**config.mk**
```make
export PLATFORM = sky130hd
export DESIGN_NAME = ps2_rx
export DESIGN_NICKNAME = d
export VERILOG_FILES = /design/src/rtl/ps2_pkg.sv /design/src/rtl/ps2_clk_filter.sv /design/src/rtl/ps2_rx.sv
export SDC_FILE = /design/constraint.sdc
export NUM_CORES = 1
export LEC_CHECK = 0
export BUFFER_PORTS_ARGS = -buffer_cell sky130_fd_sc_hd__buf_2
export CORE_AREA = 5 5 66 80
export CTS_BUF_LIST = sky130_fd_sc_hd__clkbuf_16
export CTS_CLUSTER_DIAMETER = 30
export DETAILED_ROUTE_END_ITERATION = 10
export DIE_AREA = 0 0 71 85
export GPL_ROUTABILITY_DRIVEN = 0
export PLACE_DENSITY = 0.79
export SLEW_MARGIN = 20
export SYNTH_ARGS = -nofsm -noshare
export SYNTH_HDL_FRONTEND = slang
export SYNTH_HIERARCHICAL = 1
export SYNTH_SLANG_ARGS = --single-unit
```
**constraint.sdc**
```tcl
create_clock -name clk -period 1.8 [get_ports clk]
set_input_delay 0 -clock clk [delete_from_list [all_inputs] [get_ports clk]]
set_output_delay 0 -clock clk [all_outputs]
set_load 0.02 [all_outputs]
```
**src/rtl/ps2_pkg.sv**
```systemverilog
`default_nettype none
// ============================================================================
// Module     : ps2_pkg
// Description: Shared constants for the PS/2 receiver. Holds the frame
//              geometry and the receive FSM state encoding.
// Revision   : 1.0 - initial release
// ============================================================================
package ps2_pkg;

  // Frame: start + 8 data + parity + stop
  localparam int c_frame_len = 11;
  localparam int c_data_w    = 8;
  // The start bit is consumed on entry, so the rest of the frame is shifted
  localparam int c_shift_w   = c_frame_len - 1;
  localparam int c_bitcnt_w  = $clog2(c_shift_w);

  // Receive FSM encoding
  localparam logic [1:0] c_st_idle = 2'd0;
  localparam logic [1:0] c_st_dps  = 2'd1;
  localparam logic [1:0] c_st_load = 2'd2;

endpackage : ps2_pkg
`default_nettype wire

```
**src/rtl/ps2_clk_filter.sv**
```systemverilog
`default_nettype none
// ============================================================================
// Module     : ps2_clk_filter
// Description: Brings ps2_clk / ps2_data into the clk domain through 2-flop
//              synchronizers, debounces ps2_clk and flags its falling edges.
// Ports      : clk        - system clock (rising edge)
//              reset      - asynchronous active-low reset
//              ps2_clk    - raw PS/2 clock
//              ps2_data   - raw PS/2 data
//              clk_level  - filtered PS/2 clock level
//              fall_edge  - one-cycle pulse when clk_level goes 1->0
//              data_sync  - synchronized PS/2 data
// Revision   : 1.0 - initial release
// ============================================================================
module ps2_clk_filter #(
  parameter int FILTER_LEN = 8
) (
  input  logic clk,
  input  logic reset,
  input  logic ps2_clk,
  input  logic ps2_data,
  output logic clk_level,
  output logic fall_edge,
  output logic data_sync
);

  localparam int                c_cnt_w    = (FILTER_LEN > 1) ? $clog2(FILTER_LEN) : 1;
  localparam logic [c_cnt_w-1:0] c_cnt_last = c_cnt_w'(FILTER_LEN - 1);

  logic [1:0]         r_clk_sync;
  logic [1:0]         r_data_sync;
  logic               r_level;
  logic               r_fall;
  logic [c_cnt_w-1:0] r_cnt;
  logic               w_clk_s;

  assign w_clk_s = r_clk_sync[1];

  // Idle PS/2 lines are high, so the synchronizers reset to 1
  always_ff @(posedge clk or negedge reset) begin
    if (!reset) begin
      r_clk_sync  <= 2'b11;
      r_data_sync <= 2'b11;
    end else begin
      r_clk_sync  <= {r_clk_sync[0], ps2_clk};
      r_data_sync <= {r_data_sync[0], ps2_data};
    end
  end

  // r_cnt counts consecutive samples that disagree with the current level;
  // the level flips on the FILTER_LEN-th such sample. The edge pulse is
  // registered alongside so it coincides with the first cycle of the new level.
  always_ff @(posedge clk or negedge reset) begin
    if (!reset) begin
      r_level <= 1'b1;
      r_cnt   <= '0;
      r_fall  <= 1'b0;
    end else begin
      r_fall <= 1'b0;
      if (w_clk_s == r_level) begin
        r_cnt <= '0;
      end else if (r_cnt == c_cnt_last) begin
        r_level <= w_clk_s;
        r_cnt   <= '0;
        r_fall  <= r_level;
      end else begin
        r_cnt <= r_cnt + c_cnt_w'(1);
      end
    end
  end

  assign clk_level = r_level;
  assign fall_edge = r_fall;
  assign data_sync = r_data_sync[1];

endmodule : ps2_clk_filter
`default_nettype wire

```
**src/rtl/ps2_rx.sv**
```systemverilog
`default_nettype none
// ============================================================================
// Module     : ps2_rx
// Description: PS/2 frame receiver. Collects start/8 data/odd parity/stop
//              on filtered ps2_clk falling edges, presents the byte with
//              parity and framing flags, and aborts stalled frames.
// Ports      : clk          - system clock (rising edge)
//              reset        - asynchronous active-low reset
//              ps2_clk      - raw PS/2 clock
//              ps2_data     - raw PS/2 data
//              rx_en        - accept new frames when high
//              dout         - last received data byte
//              rx_done_tick - one-cycle strobe, dout/flags valid
//              parity_err   - odd-parity failure for the byte on dout
//              frame_err    - stop bit was low for the byte on dout
//              timeout_tick - one-cycle strobe when a frame is aborted
// Revision   : 1.0 - initial release
// ============================================================================
module ps2_rx #(
  parameter int FILTER_LEN  = 8,
  parameter int TIMEOUT_CYC = 5000
) (
  input  logic       clk,
  input  logic       reset,
  input  logic       ps2_clk,
  input  logic       ps2_data,
  input  logic       rx_en,
  output logic [7:0] dout,
  output logic       rx_done_tick,
  output logic       parity_err,
  output logic       frame_err,
  output logic       timeout_tick
);

  import ps2_pkg::*;

  localparam int                   c_wd_w      = (TIMEOUT_CYC > 1) ? $clog2(TIMEOUT_CYC) : 1;
  localparam logic [c_wd_w-1:0]     c_wd_last   = c_wd_w'(TIMEOUT_CYC - 1);
  localparam logic [c_bitcnt_w-1:0] c_bits_load = c_bitcnt_w'(c_shift_w - 1);

  logic                  w_clk_level;
  logic                  w_fall;
  logic                  w_data;
  logic                  w_timeout;
  logic [c_shift_w-1:0]  w_shift_next;

  logic [1:0]            r_state;
  logic [c_bitcnt_w-1:0] r_bitcnt;
  logic [c_wd_w-1:0]     r_wdog;
  logic [c_shift_w-1:0]  r_shift;
  logic [c_data_w-1:0]   r_dout;
  logic                  r_perr;
  logic                  r_ferr;

  ps2_clk_filter #(
    .FILTER_LEN (FILTER_LEN)
  ) u_filter (
    .clk       (clk),
    .reset     (reset),
    .ps2_clk   (ps2_clk),
    .ps2_data  (ps2_data),
    .clk_level (w_clk_level),
    .fall_edge (w_fall),
    .data_sync (w_data)
  );

  // Stalled-frame detection has priority over any edge in the same cycle
  assign w_timeout    = (r_state == c_st_dps) && (r_wdog == c_wd_last);
  // Right shift: first bit received ends up in the LSB after the stop bit
  assign w_shift_next = {w_data, r_shift[c_shift_w-1:1]};

  always_ff @(posedge clk or negedge reset) begin
    if (!reset) begin
      r_state  <= c_st_idle;
      r_bitcnt <= '0;
      r_wdog   <= '0;
      r_shift  <= '0;
      r_dout   <= '0;
      r_perr   <= 1'b0;
      r_ferr   <= 1'b0;
    end else begin
      case (r_state)
        c_st_idle: begin
          // Start bit: low data on a settled low clock while enabled
          if (w_fall && !w_clk_level && !w_data && rx_en) begin
            r_state  <= c_st_dps;
            r_bitcnt <= c_bits_load;
            r_shift  <= '0;
            r_wdog   <= '0;
          end
        end
        c_st_dps: begin
          if (w_timeout) begin
            r_state <= c_st_idle;
            r_wdog  <= '0;
          end else if (w_fall) begin
            r_shift <= w_shift_next;
            r_wdog  <= '0;
            if (r_bitcnt == '0) begin
              // Result registers load on the stop-bit edge so they are
              // already stable during the LOAD cycle when the strobe is high.
              r_state <= c_st_load;
              r_dout  <= w_shift_next[c_data_w-1:0];
              r_perr  <= ~^w_shift_next[c_data_w:0];
              r_ferr  <= ~w_shift_next[c_shift_w-1];
            end else begin
              r_bitcnt <= r_bitcnt - c_bitcnt_w'(1);
            end
          end else begin
            r_wdog <= r_wdog + c_wd_w'(1);
          end
        end
        c_st_load: begin
          r_state <= c_st_idle;
        end
        default: begin
          r_state <= c_st_idle;
        end
      endcase
    end
  end

  assign dout         = r_dout;
  assign parity_err   = r_perr;
  assign frame_err    = r_ferr;
  assign rx_done_tick = (r_state == c_st_load);
  assign timeout_tick = w_timeout;

endmodule : ps2_rx
`default_nettype wire
```
---- Word level (Yosys, flattened, before mapping) ----
Index checks and enable logic that the tools add are counted.
operators by class
  bitwise logic cells ..................... 3
  $mul .................................... 0
  div/mod/pow operators ................... 0
  add/subtract/negate cells ............... 3
  eq/ne operators ......................... 11
  shifts and indexed selects .............. 0
  $lt $le $gt $ge ......................... 0
  reduce and logical (&&, ||, !) cells .... 16
  mux-type cells .......................... 22
operators by type and width
  cell                                                    number
  two-way mux 13 bit                                      3
  two-way mux 10 bit                                      3
  one-hot mux 13 bit (2 select lines)                     1
  one-hot mux 10 bit (2 select lines)                     1
  two-way mux 4 bit                                       4
  adder 13 x 1 -> 13 bit (second input constant)          1
  == test 13 bit (second input constant)                  1
  XNOR reduction 9 bit                                    1
  two-way mux 2 bit                                       4
  one-hot mux 4 bit (2 select lines)                      1
  AND reduction 4 bit                                     2
  two-way mux 3 bit                                       2
  inequality test 2 bit (second input constant)           3
  inequality test 3 x 2 -> 1 bit (second input constant)  2
  AND reduction 5 bit                                     1
  logical AND 1 bit                                       4
  logical NOT 4 bit                                       1
  one-hot mux 2 bit (2 select lines)                      1
  AND reduction 2 bit                                     2
  subtractor 4 x 1 -> 4 bit (second input constant)       1
  adder 3 x 1 -> 3 bit (second input constant)            1
  == test 3 bit (second input constant)                   1
  NOT 1 bit                                               3
  AND reduction 3 bit                                     1
  other kinds (8)                                         10
storage, ports and cells
  word-level logic and storage cells ...... 67
  bits in read-only memories .............. 0
  RAM bits ................................ 0
  memories ................................ 0
  register bits ........................... 48
  latch bits .............................. 0

---- Depth between registers and ports, before layout ----
  depth after elaboration ................. 6
  depth in mapped cells ................... 6
  gate-level depth less buffers ........... 6

---- Modules after synthesis ----
The synthesis kept the hierarchy.
by module, submodules not included
  module          area each (um^2)  times used  cells each
  ps2_rx          1941.9            1           170
  ps2_clk_filter  311.5             1           17

---- Worst setup path before layout ----
OpenSTA, ideal clock, no wires.
  path kind ............................... register -> register
  from .................................... reg r_wdog[0]
  to ...................................... reg r_perr (netlist: parity_err)
  path buffers ............................ 0
  stages on the path, launching flop included .. 7
  setup slack ............................. 0.023 ns
  setup time .............................. 0.125 ns
  arrival ................................. 1.652 ns
  path through ............................ dfrtp_1 > ha_1 > and2_1 > a41oi_4 > nand3_4 > inv_2 > mux2_2
on the way
  word-level cells in the longest chain between the ends .. 4
RTL lines
  element                        RTL line       source
  from (decl)                    ps2_rx.sv:49   logic [c_wd_w-1:0] r_wdog;
  from (signal assigned)         ps2_rx.sv:110  r_wdog <= r_wdog + c_wd_w'(1);
  == test 13 bit                 ps2_rx.sv:68   assign w_timeout = (r_state == c_st_dps) && (r_wdog == c_wd_last);
  logical AND 1 bit              ps2_rx.sv:68
  NOT 1 bit (no line)            --
  AND reduction 4 bit (no line)  --
  to (signal assigned)           ps2_rx.sv:104  r_perr <= ~^w_shift_next[c_data_w:0];
  to (decl)                      ps2_rx.sv:52   logic r_perr;
Every way passes these cells.
A chain may end at the register's enable or synchronous reset.

---- Worst setup path after layout ----
  from .................................... reg r_wdog[10]
  to ...................................... reg r_dout[1] (netlist: dout[1])
on the way
  word-level cells in the longest chain between the ends .. 4
RTL lines
  element                        RTL line       source
  == test 13 bit                 ps2_rx.sv:68
  logical AND 1 bit              ps2_rx.sv:68
  NOT 1 bit (no line)            --
  AND reduction 4 bit (no line)  --
  to (signal assigned)           ps2_rx.sv:103  r_dout <= w_shift_next[c_data_w-1:0];
  to (decl)                      ps2_rx.sv:51   logic [c_data_w-1:0] r_dout;
Every way passes these cells.

==> impl_metrics.yaml <==
status:
  status: "complete, no violations"
timing:
  min_period_over_period: 0.993
  setup_viol_count_final: 0
  report.final.slew_viol_count: 0
  hold_viol_final: 0
  period_needed_ns: 1.79
  skew_ns: 0.00721
  max_slew.worst_pin.slew_ns: 0.627
  final.setup.tns_ns: 0
  max_freq_ghz: 0.559
  setup_ws_ns: 0.0121
  rsz0062_at_grt: "yes"
  maxSlewHeadroom: 0.582
placed_design:
  dp_hpwl_microns: 3170
  dp_slack_ns: -0.132
  portBuffers: 16
  postPlaceCellArea_sq_um: 2600
cts:
  cts_tree: "yes"
  clockBufferDepth: 2
  root_buffer: "clkbuf_16"
  clock-sinks: 47
  cts_buffers: 5
  ctsHtreeMaxLevel: 2
  clkTransAtPathRegs_ns: 0.06
  clk_latency_ns: 0.29
power_and_ir_drop:
  power_switching_uw: 537
  p_clk_frac: 0.432
  seqPwrFrac: 0.475
  internal_power_mw: 1.90
  power_density_nw_per_um2: 826
  ir_drop_mv: 0.964
  p_leak_nw: 1.36
  total_power_mw: 2.43
  p_sw_frac: 0.221
  pwr-share-comb: 0.092
floorplan:
  die_x_microns: 71
  ios: 17
  rows: 27
  die-area_sq_um: 6040
  start_util: 0.505
  core_sq_um: 4460
  fp.dieH_microns: 85
finish:
  drive_gt1_frac: 0.405
  finalInstanceArea_sq_um: 2940
  layout-area-overhead-vs-synth_pct: 30.6
  n_antenna_cell: 0
  mostFrequentLayoutCells: "dfrtp_1 (41), buf_4 (30), buf_2 (15)"
  final_common_cell: "dfrtp_1"
  utilization: 0.660
  final_nets: 251
drt:
  avgViaCountPerCell: 5.67
  drc_errors: 0
  first_pass_iters: 4
  routed_wl_microns: 4970
  vias: 1701
  wl_per_cell_microns: 16.6
  drtIter0Drc: 105
  antenna_left: 0
logic_synthesis:
  syn_nets: 197
  synth_area_sq_um: 2250
  synth.distinct_cells: 49
  ys_warn_count: 6
  syn_area_per_cell_sq_um: 12.1
  syn_inst: 187
  ys_ff_latch: 47
  ys_seq_area_frac: 0.525
worst_setup_path:
  crit_path_start_kind: "flop"
  crit_path_end_kind: "flop"
  critical_path.max_fanout: 5
  crit_required_ns: 1.97
  path_class: "flop to flop"
  worstPathArrival_ns: 1.96
  r2r_slack_ns: 0.01
global_routing:
  antenna_found_initial: 0
  grtUsageTotal: 0.174
  grt_pass1_vias: 1799
  grt_max_degree: 30
  grt_pass1_wl_microns: 8400
  grt.overflow.total: 0
job:
  cap_violations: 0
hold_path:
  hp-class: "input pin to flop"
## routing by layer
layer	global-route usage	part of all wire	vias up
met4	0.0650	0.024	0
li1	-	-	812
met1	0.211	0.41	849
met2	0.300	0.53	27
met3	0.0415	0.030	13
met5	0	0	-
## power groups by stage
| stage | registers, mW | logic (mW) | clock network [mW] |
|---|---|---|---|
| CTS | 1.15 | 0.215 | 1.08 |
| floorplan | 1.18 | 0.0950 | 0 |
| detailed placement | 1.17 | 0.204 | 0 |
| global route | 1.16 | 0.253 | 1.12 |
| global placement | 1.17 | 0.197 | 0 |
| finish | 1.16 | 0.224 | 1.05 |
## metrics by stage
step	cells	hold WS, ns
CTS	298	0.247
detailed placement	285	0.0491
global route	300	0.289
finish	300	0.238
floorplan	187	-0.296
global placement	285	0.0419
## worst max-delay path, cell delays in order (launching register included)
cell	delay [ns]
dfrtp_2	0.43
nor4b_4	0.36
a41oi_4	0.24
nand3_4	0.19
buf_6	0.12
mux2_2	0.33
## cell type report
type                            count  area (sq um)
Fill cell                         328          1520
Sequential cell                    47          1180
Multi-Input combinational cell    127          1120
Timing Repair Buffer               51           364
Clock buffer                        5           125
Tap cell                           58          72.6
Clock inverter                      3          46.3
Inverter                            9          33.8
## cells by family (layout without fill, tap and decap cells)
| group | after synthesis | in the layout | share of synthesized area |
|---|---|---|---|
| multiplexers | 13 | 13 | 0.0639 |
| XOR/XNOR | 8 | 8 | 0.0372 |
| buffers and inverters | 14 | 68 | 0.0255 |
| AND/OR/NAND/NOR | 57 | 57 | 0.168 |
| flip-flops | 47 | 47 | 0.525 |
| AO/OA/AOI/OAI | 43 | 44 | 0.153 |
| adder cells (fa/ha/maj) | 5 | 5 | 0.0278 |
## synth_stat cells, drive strengths merged
cell / count / share of area
and3b: 1 / 0.0044
a41oi: 2 / 0.019
mux2i: 2 / 0.0089
or3b: 1 / 0.0039
xor2: 3 / 0.012
nand2: 5 / 0.0083
a21oi: 10 / 0.022
and2: 4 / 0.011
nor4b: 1 / 0.011
a211oi: 1 / 0.0033
a2bb2oi: 1 / 0.0039
o32ai: 1 / 0.0072
dfstp: 5 / 0.058
nor2: 8 / 0.013
nand4bb: 1 / 0.0050
and3: 3 / 0.0083
xnor2: 4 / 0.016
nand2b: 1 / 0.0028
inv: 9 / 0.015
mux2: 11 / 0.055
xnor3: 1 / 0.010
or2: 1 / 0.0028
nor2b: 1 / 0.0028
clkbuf: 1 / 0.0017
or4: 7 / 0.023
nand3b: 1 / 0.0033
a31oi: 8 / 0.025
nand3: 12 / 0.032
nor3b: 3 / 0.012
a32o: 1 / 0.0044
dfrtp: 42 / 0.47
a21o: 1 / 0.0033
o31ai: 7 / 0.023
ha: 5 / 0.028
nand4: 2 / 0.0083
and4: 1 / 0.0039
buf: 4 / 0.0089
o21ai: 2 / 0.0061
a22o: 9 / 0.035
nor3: 4 / 0.011
## worst paths after layout
kind | start | endpoint | depth (start not counted)
min reg2reg | u_filter/r_data_sync[0] | u_filter/r_data_sync[1] | 0
max in group asynchronous | reset | r_wdog[10] | 3
min | rx_en | r_state[0] | 5
max reg2reg | r_wdog[10] | dout[1] | 5
min in group asynchronous | reset | dout[7] | 2
max | r_wdog[10] | dout[1] | 5
## state kept, by name, summed over array words and instances, names as in the netlist
signal / flops
r_state: 2
r_wdog: 13
u_filter/r_cnt: 3
u_filter/r_data_sync: 2
u_filter/fall_edge: 1
r_shift: 9
parity_err: 1
u_filter/clk_level: 1
r_bitcnt: 4
dout: 8
frame_err: 1
u_filter/r_clk_sync: 2
## repair_timing
item                                    4_1_cts  5_1_grt
gates cloned                                  0        1
endpoints found under the setup margin       18       29
hold endpoints to repair                     25        0
setup buffers                                 2        1
pin swaps                                     3        7
hold buffers                                  3        0
resized for setup                             5       21
No activity file was read; power rests on OpenSTA's default activity.
